### src/rtl/conv1d_pkg.sv
// Shared definitions for the Conv1D layer sequencer: state encoding, derived
// layer sizes and the address-width legality check.
package conv1d_pkg;

   typedef enum logic [2:0] {
      S_IDLE,
      S_LOAD_W,
      S_LOAD_X,
      S_CLEAR,
      S_MAC,
      S_WRITE,
      S_DRAIN,
      S_DONE
   } state_t;

   localparam int ADDR_BITS_MAX = 30;

   function automatic int out_len(input int input_size, input int kernel_size, input int stride);
      return (input_size - kernel_size) / stride + 1;
   endfunction

   function automatic int w_words(input int kernels, input int kernel_size);
      return kernels * kernel_size;
   endfunction

   function automatic int o_words(input int kernels, input int len);
      return kernels * len;
   endfunction

   // True when an address of 'bits' width can reach every index 0..count-1.
   function automatic bit fits(input int count, input int bits);
      return (bits >= 1) && (bits <= ADDR_BITS_MAX) && (count >= 1) && (count <= (1 << bits));
   endfunction

endpackage

### src/rtl/conv1d_stream_loader.sv
// Word counter with a ready/valid write-port driver; the counter wraps to zero
// on the last accepted word so the next phase starts from a clean address.
module conv1d_stream_loader #(
   parameter int ADDR_W = 4,
   parameter int WORDS  = 12
) (
   input  logic              clk,
   input  logic              rst,
   input  logic              active,
   input  logic              valid,
   output logic              ready,
   output logic              we,
   output logic              last,
   output logic [ADDR_W-1:0] addr
);

   logic [ADDR_W-1:0] count;

   assign ready = active;
   assign we    = valid & active;
   assign last  = (count == ADDR_W'(WORDS - 1));
   assign addr  = count;

   always_ff @(posedge clk) begin
      if (rst) begin
         count <= '0;
      end else if (we) begin
         count <= last ? '0 : count + 1'b1;
      end
   end

endmodule

### src/rtl/conv1d_layer_sequencer.sv
// Controller for one Conv1D multi-kernel layer pass: load weights, load inputs,
// run clear/MAC/write per window, drain the output buffer, pulse done.
module conv1d_layer_sequencer
   import conv1d_pkg::*;
#(
   parameter int KERNEL_SIZE                = 3,
   parameter int KERNELS                    = 4,
   parameter int STRIDE                     = 1,
   parameter int INPUT_SIZE                 = 27,
   parameter int W_BUFFER_ADDRESS_BITS      = 4,
   parameter int INPUT_BUFFER_ADDRESS_BITS  = 5,
   parameter int OUTPUT_BUFFER_ADDRESS_BITS = 7
) (
   input  logic                                  clk,
   input  logic                                  rst,
   input  logic                                  start,
   output logic                                  busy,
   output logic                                  done,
   input  logic                                  w_load_valid,
   output logic                                  w_load_ready,
   output logic                                  w_we,
   output logic [W_BUFFER_ADDRESS_BITS-1:0]      w_wr_address,
   input  logic                                  x_load_valid,
   output logic                                  x_load_ready,
   output logic                                  x_we,
   output logic [INPUT_BUFFER_ADDRESS_BITS-1:0]  x_wr_address,
   output logic [W_BUFFER_ADDRESS_BITS-1:0]      tap,
   output logic [INPUT_BUFFER_ADDRESS_BITS-1:0]  x_rd_address,
   output logic                                  clear,
   output logic                                  mac_en,
   output logic                                  write,
   output logic [OUTPUT_BUFFER_ADDRESS_BITS-1:0] out_index,
   output logic [OUTPUT_BUFFER_ADDRESS_BITS-1:0] out_rd_address,
   output logic                                  out_valid,
   input  logic                                  out_ready
);

   localparam int WA      = W_BUFFER_ADDRESS_BITS;
   localparam int IA      = INPUT_BUFFER_ADDRESS_BITS;
   localparam int OA      = OUTPUT_BUFFER_ADDRESS_BITS;
   localparam int OUT_LEN = out_len(INPUT_SIZE, KERNEL_SIZE, STRIDE);
   localparam int W_WORDS = w_words(KERNELS, KERNEL_SIZE);
   localparam int O_WORDS = o_words(KERNELS, OUT_LEN);

   if (STRIDE < 1 || OUT_LEN < 1 || !fits(W_WORDS, WA) || !fits(KERNEL_SIZE, WA) ||
       !fits(INPUT_SIZE, IA) || !fits(O_WORDS, OA)) begin : g_bad_params
      $error("conv1d_layer_sequencer: illegal parameter combination");
   end

   state_t          state, state_nx;
   logic [WA-1:0]   tap_q;
   logic [IA-1:0]   base_q;
   logic [OA-1:0]   window_q;
   logic            w_last, x_last, d_last, d_xfer;
   logic            last_tap, last_win;

   conv1d_stream_loader #(.ADDR_W(WA), .WORDS(W_WORDS)) u_w_loader (
      .clk(clk), .rst(rst), .active(state == S_LOAD_W), .valid(w_load_valid),
      .ready(w_load_ready), .we(w_we), .last(w_last), .addr(w_wr_address)
   );

   conv1d_stream_loader #(.ADDR_W(IA), .WORDS(INPUT_SIZE)) u_x_loader (
      .clk(clk), .rst(rst), .active(state == S_LOAD_X), .valid(x_load_valid),
      .ready(x_load_ready), .we(x_we), .last(x_last), .addr(x_wr_address)
   );

   // Drain reuses the loader with roles swapped: out_ready is the accepting side.
   conv1d_stream_loader #(.ADDR_W(OA), .WORDS(O_WORDS)) u_drain (
      .clk(clk), .rst(rst), .active(state == S_DRAIN), .valid(out_ready),
      .ready(out_valid), .we(d_xfer), .last(d_last), .addr(out_rd_address)
   );

   assign last_tap     = (tap_q == WA'(KERNEL_SIZE - 1));
   assign last_win     = (window_q == OA'(OUT_LEN - 1));
   assign tap          = tap_q;
   assign out_index    = window_q;
   assign x_rd_address = IA'((IA + 1)'(base_q) + (IA + 1)'(tap_q));

   always_ff @(posedge clk) begin
      if (rst) begin
         state    <= S_IDLE;
         tap_q    <= '0;
         base_q   <= '0;
         window_q <= '0;
      end else begin
         state <= state_nx;
         case (state)
            S_MAC:   tap_q <= last_tap ? '0 : tap_q + 1'b1;
            S_WRITE: begin
               if (last_win) begin
                  window_q <= '0;
                  base_q   <= '0;
               end else begin
                  window_q <= window_q + 1'b1;
                  base_q   <= IA'((IA + 1)'(base_q) + (IA + 1)'(STRIDE));
               end
            end
            default: ;
         endcase
      end
   end

   always_comb begin
      state_nx = state;
      busy     = (state != S_IDLE);
      done     = 1'b0;
      clear    = 1'b0;
      mac_en   = 1'b0;
      write    = 1'b0;
      case (state)
         S_IDLE:   if (start) state_nx = S_LOAD_W;
         S_LOAD_W: if (w_we && w_last) state_nx = S_LOAD_X;
         S_LOAD_X: if (x_we && x_last) state_nx = S_CLEAR;
         S_CLEAR: begin
            clear    = 1'b1;
            state_nx = S_MAC;
         end
         S_MAC: begin
            mac_en = 1'b1;
            if (last_tap) state_nx = S_WRITE;
         end
         S_WRITE: begin
            write    = 1'b1;
            state_nx = last_win ? S_DRAIN : S_CLEAR;
         end
         S_DRAIN:  if (d_xfer && d_last) state_nx = S_DONE;
         S_DONE: begin
            done     = 1'b1;
            state_nx = S_IDLE;
         end
         default:  state_nx = S_IDLE;
      endcase
   end

endmodule

### config.mk
export PLATFORM = sky130hd
export DESIGN_NAME = conv1d_layer_sequencer
export DESIGN_NICKNAME = d
export VERILOG_FILES = /design/src/rtl/conv1d_pkg.sv /design/src/rtl/conv1d_stream_loader.sv /design/src/rtl/conv1d_layer_sequencer.sv
export SDC_FILE = /design/constraint.sdc
export NUM_CORES = 1
export LEC_CHECK = 0
export ABC_AREA = 1
export BUFFER_PORTS_ARGS = -buffer_cell sky130_fd_sc_hd__buf_2
export CAP_MARGIN = 20
export CORE_UTILIZATION = 40
export DETAILED_ROUTE_END_ITERATION = 12
export GPL_TIMING_DRIVEN = 0
export RECOVER_POWER = 25
export SYNTH_ARGS = -nofsm -noshare
export SYNTH_HDL_FRONTEND = slang
export SYNTH_SLANG_ARGS = --single-unit
### constraint.sdc
create_clock -name clk -period 2.05 [get_ports clk]
set_clock_uncertainty 0.15 [all_clocks]
set_input_delay 0.3075 -clock clk [delete_from_list [all_inputs] [get_ports clk]]
set_output_delay 0.3075 -clock clk [all_outputs]
set_load 0.03 [all_outputs]
## After elaboration in Yosys (flattened, before gate mapping)

Index checks and enable logic that the tools add are counted.

| word-level totals | value |
|---|---|
| output and inout port bits | 42 |
| ROM bits | 0 |
| register bits after elaboration | 35 |
| word-level logic and storage cells | 57 |
| memories | 0 |
| input bits | 6 |
| latch bits | 0 |
| memory bits (writable) | 0 |

| operators by class | value |
|---|---|
| bitwise operators | 3 |
| divide/modulo/power cells | 0 |
| $mul | 0 |
| reduce and logical (&&, ||, !) cells | 6 |
| order comparisons | 0 |
| add/sub/neg operators | 7 |
| shifts and indexed selects | 0 |
| multiplexer cells | 17 |
| equality and inequality tests | 17 |

Operators by type and width:

| kind | count |
|---|---|
| 3-bit case mux with 8 select lines | 1 |
| 3-bit 2-to-1 mux | 6 |
| 7-bit by 1-bit adder with 7-bit output, second input constant | 2 |
| 7-bit 2-to-1 mux | 2 |
| 3-bit == test, second input constant | 4 |
| 5-bit by 1-bit adder with 5-bit output, second input constant | 2 |
| 5-bit 2-to-1 mux | 2 |
| 2-bit != test, second input constant | 5 |
| 4-bit by 1-bit adder with 4-bit output, second input constant | 2 |
| 4-bit 2-to-1 mux | 2 |
| 7-bit by 5-bit == test with 1-bit output, second input constant | 1 |
| 7-bit == test, second input constant | 1 |
| 3-bit by 2-bit == test with 1-bit output, second input constant | 2 |
| 5-bit by 4-bit adder with 5-bit output | 1 |
| 5-bit == test, second input constant | 1 |
| 5-bit AND reduction | 1 |
| 4-bit by 2-bit == test with 1-bit output, second input constant | 1 |
| 4-bit == test, second input constant | 1 |
| 1-bit 2-to-1 mux | 4 |
| 1-bit AND | 3 |
| 3-bit by 1-bit == test with 1-bit output, second input constant | 1 |
| 1-bit logical AND | 3 |
| 3-bit zero test | 1 |
| 3-bit nonzero test | 1 |

## Logic depth before layout (Yosys ltp)

| logic depth | value |
|---|---|
| depth after elaboration | 5 |
| mapped depth | 11 |
| mapped depth without buffers | 11 |

## Hierarchy

Synthesis repeated with hierarchy kept, for this count alone.

| second synthesis, totals | value |
|---|---|
| cells, all modules | 308 |
| area, all modules | 2198.4 µm² |

Modules (own cells, without submodules):

| module | instances | area an instance (µm²) | seq. area each (µm²) | cells each |
|---|---|---|---|---|
| conv1d_layer_sequencer | 1 | 1234.9 | 380.4 | 172 |
| conv1d_stream_loader (u_drain) | 1 | 432.9 | 140.1 | 59 |
| conv1d_stream_loader (u_x_loader) | 1 | 302.8 | 100.1 | 43 |
| conv1d_stream_loader (u_w_loader) | 1 | 227.7 | 80.1 | 34 |

## Worst setup path before layout

OpenSTA, ideal clock, no wires.

| path | value |
|---|---|
| kind | register -> output |
| start | register tap_q[0], in the netlist tap[0] |
| end | output port x_rd_address[4] |
| data arrival time | 1.890 ns |
| stages on the path, launching flop included | 6 |
| path slack | -0.297 ns |
| required time | 1.592 ns |
| buffers on the path | 0 |
| cell sequence | dfxtp_1 > ha_1 > inv_1 > fa_1 > o21ai_0 > xor2_1 |

| on the way | value |
|---|---|
| cells in the longest elaborated chain, start to end | 1 |

RTL lines:

| item | line | RTL |
|---|---|---|
| start, declared | conv1d_layer_sequencer.sv:51 | `logic [WA-1:0] tap_q;` |
| start signal, assigned | conv1d_layer_sequencer.sv:88 | `S_MAC: tap_q <= last_tap ? '0 : tap_q + 1'b1;` |
| 5-bit by 4-bit adder with 5-bit output | conv1d_layer_sequencer.sv:77 | `assign x_rd_address = IA'((IA + 1)'(base_q) + (IA + 1)'(tap_q));` |
| end, declared | conv1d_layer_sequencer.sv:28 | `output logic [INPUT_BUFFER_ADDRESS_BITS-1:0] x_rd_address,` |

No other way between the ends.

## Worst setup path after layout

| path | value |
|---|---|
| start | register base_q[0] |
| end | output port x_rd_address[4] |

| on the way | value |
|---|---|
| cells in the longest elaborated chain, start to end | 1 |

RTL lines:

| item | line | RTL |
|---|---|---|
| start, declared | conv1d_layer_sequencer.sv:52 | `logic [IA-1:0] base_q;` |
| start signal, assigned | conv1d_layer_sequencer.sv:95 | `base_q <= IA'((IA + 1)'(base_q) + (IA + 1)'(STRIDE));` |
| 5-bit by 4-bit adder with 5-bit output | conv1d_layer_sequencer.sv:77 |  |

No other way between the ends.

==> results.toml <==
[worst_setup_path]
crit_path_start_kind = "flip-flop"
path_max_fanout = 2
crit_required_ns = 1.59
slowest_delay_ns = 0.36
cpMaxStageDelayCell = "fa_2"
cp.arrival_ns = 1.64
end_kind = "primary output"
crit_type = "reg -> out"
worstPathCellList = "ha_4, inv_2, fa_2, o21ai_4, xor2_2, buf_6"

[detailed_routing]
routed_via_density = 4.70
final_antenna_net_count = 0
vias = 1799
drtIter0Drc = 48
drc_errors = 0
wl_per_cell_um = 10.6
drt_wl_total_um = 4050
first_pass_iters = 4

[final_layout]
mostFrequentLayoutCell = "nand2_1"
drive_gt1_share_pct = 22.2
diodes = 0
syn2layout_area_growth_pct = 26.1
final_cell_mix = "60 x nand2_1, 38 x nor2_1, 30 x dfxtp_1"
final_nets = 350
post-route-util_pct = 52.4

[clock_tree]
numClockSinks = 35
cts_max_level = 2
root_buffer = "clkbuf_8"
clk_pin_slew_ns = 0.08
cts_hold_buf = 0
max-clock-path-buffers = 2
cts_tree = "built"
cts_made_buffers = 5
clk_latency_ns = 0.28

[place]
port_buffers = 47
place.gp.congestion = 0.793
pre_cts_ws_ns = 0.0521
dpl.hpwl_um = 3130

[die]
core_area_mm2 = 0.00469
die-area_mm2 = 0.00515
io_pins = 48
start_util_pct = 41.5
die_w_um = 71.8
die_h_um = 71.8
rows = 25

[sta]
setup_ws_ns = -0.0450
tightestPinTransition_ns = 0.537
finalSetupTns_ns = -0.0559
rsz0062_at_grt = "true"
timing.hold.ws_ns = 0.258
fin_crit_ns = 2.10
slew_headroom_pct = 64.2
drv_slew = 0
period_share_pct = 102
hold_viol = 0
max_freq_ghz = 0.477
setup_viol = 2

[global_route]
gr-total-overflow = 0
grt_max_degree = 13
grt_pass1_vias = 1563
antenna_found_initial = 0
grt_util_all_layers_pct = 16.8
grt_pass1_wl_um = 6830

[power]
intPower_w = 0.00131
powerDensity_mw_per_mm2 = 851
clkPwrFrac_pct = 29.7
switchingPower_w = 0.000783
p_seq_share_pct = 37.2
finalPower_w = 0.00209
pwr-share-comb_pct = 33.1
leakagePower_nw = 1.16
p_sw_share_pct = 37.4
peakVddDrop_v = 0.000459

[logic_synthesis]
synth.net_count = 292
synth_seq_cells = 35
synth_mux_area_share_pct = 0
synth_cell_types = 31
yosys_warnings = 0
syn_area_mm2 = 0.00195
synth_compound_area_share_pct = 8.09
ys_seq_area_share_pct = 36.0
postSynthCellCount = 270
synth_top_family_by_area = "simple AND/OR/NAND/NOR gates"
synth_adder_area_share_pct = 10.7
synth_simple_gate_area_share_pct = 32.8
postSynthAreaPerCell_um2 = 7.22
synthXorXnorAreaFrac_pct = 4.95

[outcome]
status = "complete, but fails checks"
violations = "negative setup slack"

[run]
max_cap_violations = 0

[worst_hold_path]
hold_path.class = "in -> reg"
==> through the flow <==
step | instance area, um^2 | cells
2_1_floorplan | 1960 | 270
3_3_place_gp | 2260 | 371
3_5_place_dp | 2260 | 371
4_1_cts | 2410 | 381
5_1_grt | 2460 | 383
6_report | 2460 | 383
==> final cells by class <==
class                           count  area, um^2
Fill cell                         469        2230
Multi-Input combinational cell    196        1160
Sequential cell                    35         709
Timing Repair Buffer               51         260
Inverter                           37         139
Clock buffer                        5        68.8
Tap cell                           54        67.6
Clock inverter                      3        43.8
Buffer                              2        8.76
==> critical path: cells and delay by family (launching register included) <==
family / cells / cell delay, ns
xor+xnor: 1 / 0.15
compound gates: 1 / 0.18
buf+inv: 2 / 0.17
flops: 1 / 0.35
fa+ha+maj: 2 / 0.49
==> flip-flops by register name (all words and copies together), names as in the netlist <==
| signal | cells |
|---|---|
| u_x_loader.addr | 5 |
| base_q | 5 |
| out_index | 7 |
| u_drain.addr | 7 |
| tap | 4 |
| state | 3 |
| u_w_loader.addr | 4 |
==> timing repair <==
| action | in CTS | in global routing |
|---|---|---|
| endpoints found under the hold margin | 0 | 0 |
| pin swaps | 4 | 5 |
| setup endpoints to repair | 2 | 5 |
| setup buffers | 2 | 2 |
| resized for setup | 7 | 13 |
==> final timing paths <==
kind / start / endpoint / slack [ns] / cells after the start
hold reg to reg: tap[1]$_SDFFE_PP0P_ / tap[1]$_SDFFE_PP0P_ / 0.33 / 1
hold / removal: w_load_valid / u_w_loader.addr[1]$_SDFFE_PP0N_ / 0.26 / 4
setup / recovery: base_q[0]$_SDFFE_PP0P_ / x_rd_address[4] / -0.05 / 6
setup reg to reg: state[0]$_SDFFE_PP0P_ / u_x_loader.addr[4]$_SDFFE_PP0N_ / 0.28 / 9
==> cell families (layout without fill, tap and decap cells) <==
kind of cell | after synthesis | count (layout)
AO/OA/AOI/OAI | 29 | 29
XOR/XNOR | 11 | 11
adder cells (fa/ha/maj) | 16 | 16
buffers and inverters | 39 | 98
flip-flops | 35 | 35
AND/OR/NAND/NOR | 140 | 140
==> Yosys cell counts (all sizes together) <==
library cell  number  area (um^2)
nor3               6         35.0
and3               2         12.5
nand4              6         37.5
nand3             14         75.1
o21ai              8         40.0
xor2               8         70.1
o21bai             1         7.51
inv               37          139
nor2              42          178
nor3b              5         42.5
a21oi             16         80.1
dfxtp             35          701
nand3b             1         7.51
or2                2         12.5
a21o               1         7.51
fa                 1         20.0
a211oi             3         22.5
clkbuf             1         3.75
buf                1         5.00
ha                15          188
nand2             62          238
xnor2              3         26.3
==> power groups by stage <==
stage | registers (W) | logic (W) | clock network [W]
3_3_place_gp | 0.000794 | 0.000675 | 0
5_1_grt | 0.000786 | 0.000780 | 0.000679
6_report | 0.000779 | 0.000692 | 0.000622
4_1_cts | 0.000779 | 0.000695 | 0.000642
2_1_floorplan | 0.000832 | 0.000478 | 0
3_5_place_dp | 0.000794 | 0.000676 | 0
==> routing by layer <==
metal	track usage, %	up-vias	share of wire [%]
met1	22.2	783	49
li1	-	981	-
met4	5.23	0	0.96
met5	0	-	0
met3	4.36	5	3.6
met2	27.0	30	46
Power figures use the tool's default switching activity.
